[config.mk]
export PLATFORM = sky130hd
export DESIGN_NAME = m_mem_access
export DESIGN_NICKNAME = d
export VERILOG_FILES = /design/src/rtl/m_mem_access.sv
export SDC_FILE = /design/constraint.sdc
export NUM_CORES = 1
export LEC_CHECK = 0
export CAP_MARGIN = 25
export CORE_ASPECT_RATIO = 0.8
export CORE_MARGIN = 8
export CORE_UTILIZATION = 49
export CTS_CLUSTER_DIAMETER = 30
export DETAILED_ROUTE_END_ITERATION = 6
export DONT_BUFFER_PORTS = 1
export PLACE_DENSITY = 0.74
export SYNTH_ARGS = -nofsm -noshare
export SYNTH_HDL_FRONTEND = slang
export SYNTH_SLANG_ARGS = --single-unit
[constraint.sdc]
create_clock -name clk -period 2.05 [get_ports clk]
set_input_delay 0.41 -clock clk [delete_from_list [all_inputs] [get_ports clk]]
set_output_delay 0.41 -clock clk [all_outputs]
set_load 0.05 [all_outputs]
[src/rtl/m_mem_access.sv]
// m_mem_access: M-stage load/store unit driving a req/ack data bus and the pipeline stall.
// Define MISALIGN_EXC_EN to raise address-error exceptions instead of issuing misaligned accesses.
module m_mem_access #(
    parameter int TIMEOUT_CYCLES = 255
) (
    input  logic        clk,
    input  logic        reset,
    input  logic        m_valid,
    input  logic        m_load,
    input  logic        m_store,
    input  logic [1:0]  m_dm_op,
    input  logic        m_unsigned,
    input  logic [31:0] m_addr,
    input  logic [31:0] m_wdata,
    input  logic [31:0] m_pc,
    input  logic        bus_ack,
    input  logic [31:0] bus_rdata,
    output logic        bus_req,
    output logic        bus_we,
    output logic [31:0] bus_addr,
    output logic [3:0]  bus_byteen,
    output logic [31:0] bus_wdata,
    output logic        mem_stall,
    output logic [31:0] load_data,
    output logic        load_valid,
    output logic        bus_timeout,
    output logic        exc_adel,
    output logic        exc_ades
);
    typedef enum logic [1:0] {IDLE, REQ, DONE} state_t;

    state_t      r_state;
    logic [7:0]  r_cnt;
    logic        w_access, w_is_load, w_half, w_byte, w_mis, w_unused;
    logic [3:0]  w_byteen;
    logic [31:0] w_wdata, w_bsh, w_hsh, w_ldata;

    assign w_access  = m_valid & (m_load | m_store);
    assign w_is_load = m_load & ~m_store;
    assign w_half    = m_dm_op == 2'b01;
    assign w_byte    = m_dm_op == 2'b10;
    assign w_unused  = ^m_pc;

    assign w_byteen = w_byte ? 4'b0001 << m_addr[1:0] : w_half ? (m_addr[1] ? 4'b1100 : 4'b0011) : 4'b1111;
    assign w_wdata  = w_byte ? {4{m_wdata[7:0]}} : w_half ? {2{m_wdata[15:0]}} : m_wdata;

    // Shift the addressed lane down to bit 0, then extend.
    assign w_bsh   = bus_rdata >> {m_addr[1:0], 3'b000};
    assign w_hsh   = bus_rdata >> {m_addr[1], 4'b0000};
    assign w_ldata = w_byte ? {{24{~m_unsigned & w_bsh[7]}}, w_bsh[7:0]}
                   : w_half ? {{16{~m_unsigned & w_hsh[15]}}, w_hsh[15:0]} : bus_rdata;

`ifdef MISALIGN_EXC_EN
    assign w_mis = w_half ? m_addr[0] : w_byte ? 1'b0 : |m_addr[1:0];
`else
    assign w_mis = 1'b0;
`endif

    assign mem_stall = (r_state == IDLE && w_access) || r_state == REQ;

    always_ff @(posedge clk) begin
        if (reset) begin
            r_state     <= IDLE;
            r_cnt       <= '0;
            bus_req     <= 1'b0;
            bus_we      <= 1'b0;
            bus_addr    <= '0;
            bus_byteen  <= '0;
            bus_wdata   <= '0;
            load_data   <= '0;
            load_valid  <= 1'b0;
            bus_timeout <= 1'b0;
            exc_adel    <= 1'b0;
            exc_ades    <= 1'b0;
        end else begin
            case (r_state)
                IDLE: begin
                    load_valid <= 1'b0;
                    load_data  <= '0;
                    exc_adel   <= 1'b0;
                    exc_ades   <= 1'b0;
                    if (w_access && w_mis) begin
                        exc_adel   <= w_is_load;
                        exc_ades   <= m_store;
                        load_valid <= w_is_load;
                        r_state    <= DONE;
                    end else if (w_access) begin
                        bus_req    <= 1'b1;
                        bus_we     <= m_store;
                        bus_addr   <= {m_addr[31:2], 2'b00};
                        bus_byteen <= w_byteen;
                        bus_wdata  <= w_wdata;
                        r_cnt      <= '0;
                        r_state    <= REQ;
                    end
                end
                REQ: begin
                    if (bus_ack) begin
                        bus_req    <= 1'b0;
                        load_data  <= w_is_load ? w_ldata : 32'd0;
                        load_valid <= w_is_load;
                        r_state    <= DONE;
                    end else if (r_cnt == 8'(TIMEOUT_CYCLES - 1)) begin
                        bus_req     <= 1'b0;
                        bus_timeout <= 1'b1;
                        load_data   <= '0;
                        load_valid  <= w_is_load;
                        r_state     <= DONE;
                    end else begin
                        r_cnt <= r_cnt + 8'd1;
                    end
                end
                DONE: begin
                    load_valid <= 1'b0;
                    load_data  <= '0;
                    exc_adel   <= 1'b0;
                    exc_ades   <= 1'b0;
                    r_state    <= IDLE;
                end
                default: r_state <= IDLE;
            endcase
        end
    end
endmodule

Word level (Yosys, flattened, before mapping)
Cells that the tools add are included.

word-level totals
  register bits = 112
  input port bits = 137
  output and inout bits = 107
  word-level logic and storage cells = 69

cells by class
  $add $sub $neg = 1
  equal/unequal tests = 9
  shifts and indexed selects = 3
  multiplexer cells = 26
  bitwise logic cells = 8
  reductions and logical operators = 12

operators with widths
  kind                 count
  $mux 32              7
  $pmux 32 s2          1
  $shr 32x5->16        1
  $shr 32x5->8         1
  $mux 8               3
  $pmux 8 s2           1
  $mux 4               3
  $add 8x1->8 const B  1
  $eq 8x8->1 const B   1
  $mux 2               3
  $ne 2x2->1 const B   3
  $reduce_and 2->1     3
  $reduce_and 3->1     2
  $mux 1               5
  $and 1x1->1          4
  $eq 2x1->1 const B   2
  $eq 2x2->1 const B   2
  $pmux 1 s2           2
  $pmux 2 s2           1
  $reduce_and 4->1     1
  $reduce_bool 2->1    2
  $shl 1x2->4 const A  1
  $ne 3x2->1 const B   1
  $not 1->1            3
  other kinds (5)      5

Depth between registers and ports, before layout
  depth after elaboration = 7
  gate-level depth with buffers = 7
  depth with buffers taken out = 6

Worst setup path after synthesis
No wires, ideal clock.

  path type = input port to output port
  start = input m_store
  end = output mem_stall
  arrival time = 1.297 ns
  required time = 1.640 ns
  setup slack = 0.343 ns
  stages on the path = 2
  path buffers = 0
  cells stage by stage = o21ai_1 -> a21oi_1

between the ends
  longest elaborated chain between the ends = 4

ends and longest elaborated chain
  what               RTL line  text
  start, declared    10        input logic m_store,
  $or 1x1->1         38        assign w_access = m_valid & (m_load | m_store);
  $and 1x1->1        38
  $logic_and 1x1->1  59        assign mem_stall = (r_state == IDLE && w_access) || r_state == REQ;
  $logic_or 1x1->1   59
  end, declared      23        output logic mem_stall,

No other way between the ends.

Worst setup path in the final report
  start = register r_state[1]
  end = register load_data[9]

between the ends
  longest elaborated chain between the ends = 4
  elaborated cells on any way between the ends = 8
  those cells by class = 3 x eq/ne; 1 x mux; 4 x reduce/logical

ends and longest elaborated chain
  what                                                  RTL line  text
  start, declared                                       32        state_t r_state;
  start signal, assigned                                63        r_state <= IDLE;
  start signal, assigned                                86        r_state <= DONE;
  start signal, assigned                                94        r_state <= REQ;
  $eq 2x2->1 / $logic_not 2->1 (equally long branches)  76        case (r_state)
  $reduce_or 2->1 (no source line)                      -
  $reduce_bool 2->1 (no source line)                    -
  $reduce_and 2->1 (no source line)                     -
  end signal, assigned                                  100       load_data <= w_is_load ? w_ldata : 32'd0;
  end, declared                                         24        output logic [31:0] load_data,

Parallel ways exist; a longest one is shown, timed or not.
A chain may end at the register's enable or synchronous reset.

==> run summary <==
Die Width - 131 um
Hold crit path type - input port to flop
Startpoint types - flop
# Post-CTS Setup Buffers - 0
I/O Buffers - 0
Most frequent cell after synthesis - nand2_1
PostCTS Resize Cnt - 0
Worst setup EP type - flop
Fillers - 960
Avg Vias per Cell - 6.21
Post-synth cell types - 47
Synth top area share - 0.432
Place WS - 0.153 ns
Post-layout util - 0.539
Antenna viol nets, final - 0
Arrival @ worst endpoint - 2.21 ns
Register area share after synthesis - 0.432
Crit path largest cell delay - 0.85 ns
Slew headroom - 0.295
Maximum VDD drop - 689 uV
Clock sinks - 112
Number of synthesized flops with an enable pin - 0
Setup TNS - 0 ns
CTS tree - built
Initial antenna violation count - 0
Fin crit period - 1.94 ns
Vias in the first global route - 4,288
DR iter-0 viols - 393
Post-Layout Cell Count - 741
First-pass GRT wire length - 23,800 um
Worst-path cell chain - nand4bb_1 -> nor3_2 -> a32o_1
Period Utilization, post-route - 0.944
Placed cells - 725
Max Buffers Root-to-Sink - 2
Final estimated routing congestion in global placement - 0.868
Hold Slack - 0.136 ns
Area of the multi-input gates - 2690 um^2
Overflow after GRT - 0
Largest area contributor in the netlist - dfxtp_1
RSZ-0062 raised after global routing - no
Slew Viols, Final - 0
Post-synth top flop - dfxtp_1
Sequential cell area - 2240 um^2
Total number of vias - 4,599
Hpwl dp - 11,500 um
Status - completed
Worst Skew - 0.00681 ns
Top post-synthesis cells by area - dfxtp_1 43%, nand2_1 12%, a21oi_1 6.9%
Synth Instances - 623
Clock latency on the worst-skew pair - 0.34 ns
Post-DR wirelength/cell - 21.0 um
Core area - 10,300 um^2
Final setup slack of the worst path - 0.114 ns
Number of max-cap violations - 0
Ys Warns - 0
Tightest Pin Transition - 1.05 ns
Total wire length - 15,500 um
Area growth syn-to-layout - 6.90%
WP data required - 2.33 ns
Die area - 14,100 um^2
Largest net degree at the start of global routing - 99
Post-synthesis cell area - 5180 um^2
Nets - 735
CTS buffer count - 9
Row count - 33
Async set-reset flop share out of synthesis - 0
Most frequent cells after synthesis - 160 x nand2_1, 112 x dfxtp_1, 71 x a21oi_1
Register bit count reported by yosys - 112
Hold-fix buffers, CTS - 0
I/O pins - 244
CTS clock-pin slew for the worst setup and hold paths - 0.07 ns
H-tree Lvls - 3
GRT Total Usage - 0.212
Fmax achieved - 0.517 GHz
Proportion of layout cells with a drive suffix above 1 - 0.101
Power per cell area - 872 nW/um^2
Average cell area after synthesis - 8.32 um^2
Hold Fails Final Rpt - 0
Drt pass-1 iters - 7
Critical path's slowest cell - nor3_2
DRC errors left - 0
Crit Path Category - flop to flop
Die height - 108 um
CP max FO - 16
Setup Viol. Count Final - 0
Starting Density - 0.504
Antenna cell count - 0
Leakage - 1.97 nW
Clock root cell - clkbuf_16
-- registers in the layout, summed over array words and instances, names as in the netlist --
signal,cells
bus_addr,30
bus_byteen,4
bus_req,1
bus_timeout,1
bus_wdata,32
bus_we,1
load_data,32
load_valid,1
r_cnt,8
r_state,2
-- through the flow --
step           total power, W  instance area (um^2)
2_1_floorplan         0.00317                  5200
6_report              0.00483                  5540
3_5_place_dp          0.00325                  5270
4_1_cts               0.00487                  5540
3_3_place_gp          0.00323                  5260
5_1_grt               0.00505                  5540
-- layout by cell type, fill, tap and decap left out, types with 9 or more instances in the layout --
| cell type | synthesis | layout |
|---|---|---|
| mux2i_1 | 13 | 13 |
| buf_4 | 7 | 14 |
| mux2_2 | 9 | 9 |
| clkbuf_16 | 0 | 9 |
| o21ai_1 | 11 | 11 |
| nand3_1 | 11 | 11 |
| nor2_1 | 33 | 33 |
| a311oi_1 | 16 | 16 |
| a22o_1 | 9 | 9 |
| o21ai_0 | 9 | 9 |
| o2111ai_1 | 18 | 18 |
| nand2_1 | 160 | 160 |
| dfxtp_1 | 112 | 112 |
| o211ai_1 | 9 | 9 |
| a21oi_1 | 71 | 71 |
-- path summary, 6_finish.rpt --
check / start / to / slack (ns) / cells past startpoint
hold reg to reg: r_cnt[1]$_SDFFE_PP0P_ / r_cnt[1]$_SDFFE_PP0P_ / 0.53 / 2
hold / removal: reset / bus_addr[30]$_SDFFE_PP0P_ / 0.14 / 1
setup / recovery: r_state[1]$_SDFFE_PP0P_ / load_data[9]$_SDFFE_PP0P_ / 0.11 / 3
setup reg to reg: r_state[1]$_SDFFE_PP0P_ / load_data[9]$_SDFFE_PP0P_ / 0.11 / 3
-- routing by layer --
layer,global-route usage,vias to the layer above,share of wire
li1,-,2151,-
met1,0.268,2170,0.39
met2,0.321,242,0.46
met3,0.0851,36,0.12
met4,0.0793,0,0.024
met5,0,-,0
-- cell type report --
type                       count  share of cell area
multi-input combinational    452               0.485
sequential                   112               0.405
clock buffer                  12              0.0445
tap                          140              0.0316
timing repair buffer          16              0.0262
clock inverter                 4             0.00497
inverter                       5             0.00339
-- critical path: cells and delay by family (launching register included) --
| family | cells | cell delay, ns |
|---|---|---|
| compound gates | 1 | 0.29 |
| simple gates | 2 | 1.17 |
| flops | 1 | 0.41 |
-- logic make-up after synthesis --
logic type | after synthesis | synth area share
adders and majority gates | 2 | 0.00483
buffers and inverters | 62 | 0.0528
and+or+nand+nor | 239 | 0.199
other | 1 | 0.000723
xor gates and xnor gates | 6 | 0.0101
DFF | 112 | 0.432
muxes | 29 | 0.0750
AOI/OAI and AO/OA | 172 | 0.225
-- power by group --
group	total (W)	switching (W)	leakage (nW)	internal (W)
Clock	0.00163	0.000769	0.137	0.000862
Combinational	0.000489	0.000288	0.917	0.000201
Sequential	0.00271	0.000435	0.914	0.00228
Total	0.00483	0.00149	1.97	0.00334
Power figures use the tool's default switching activity.
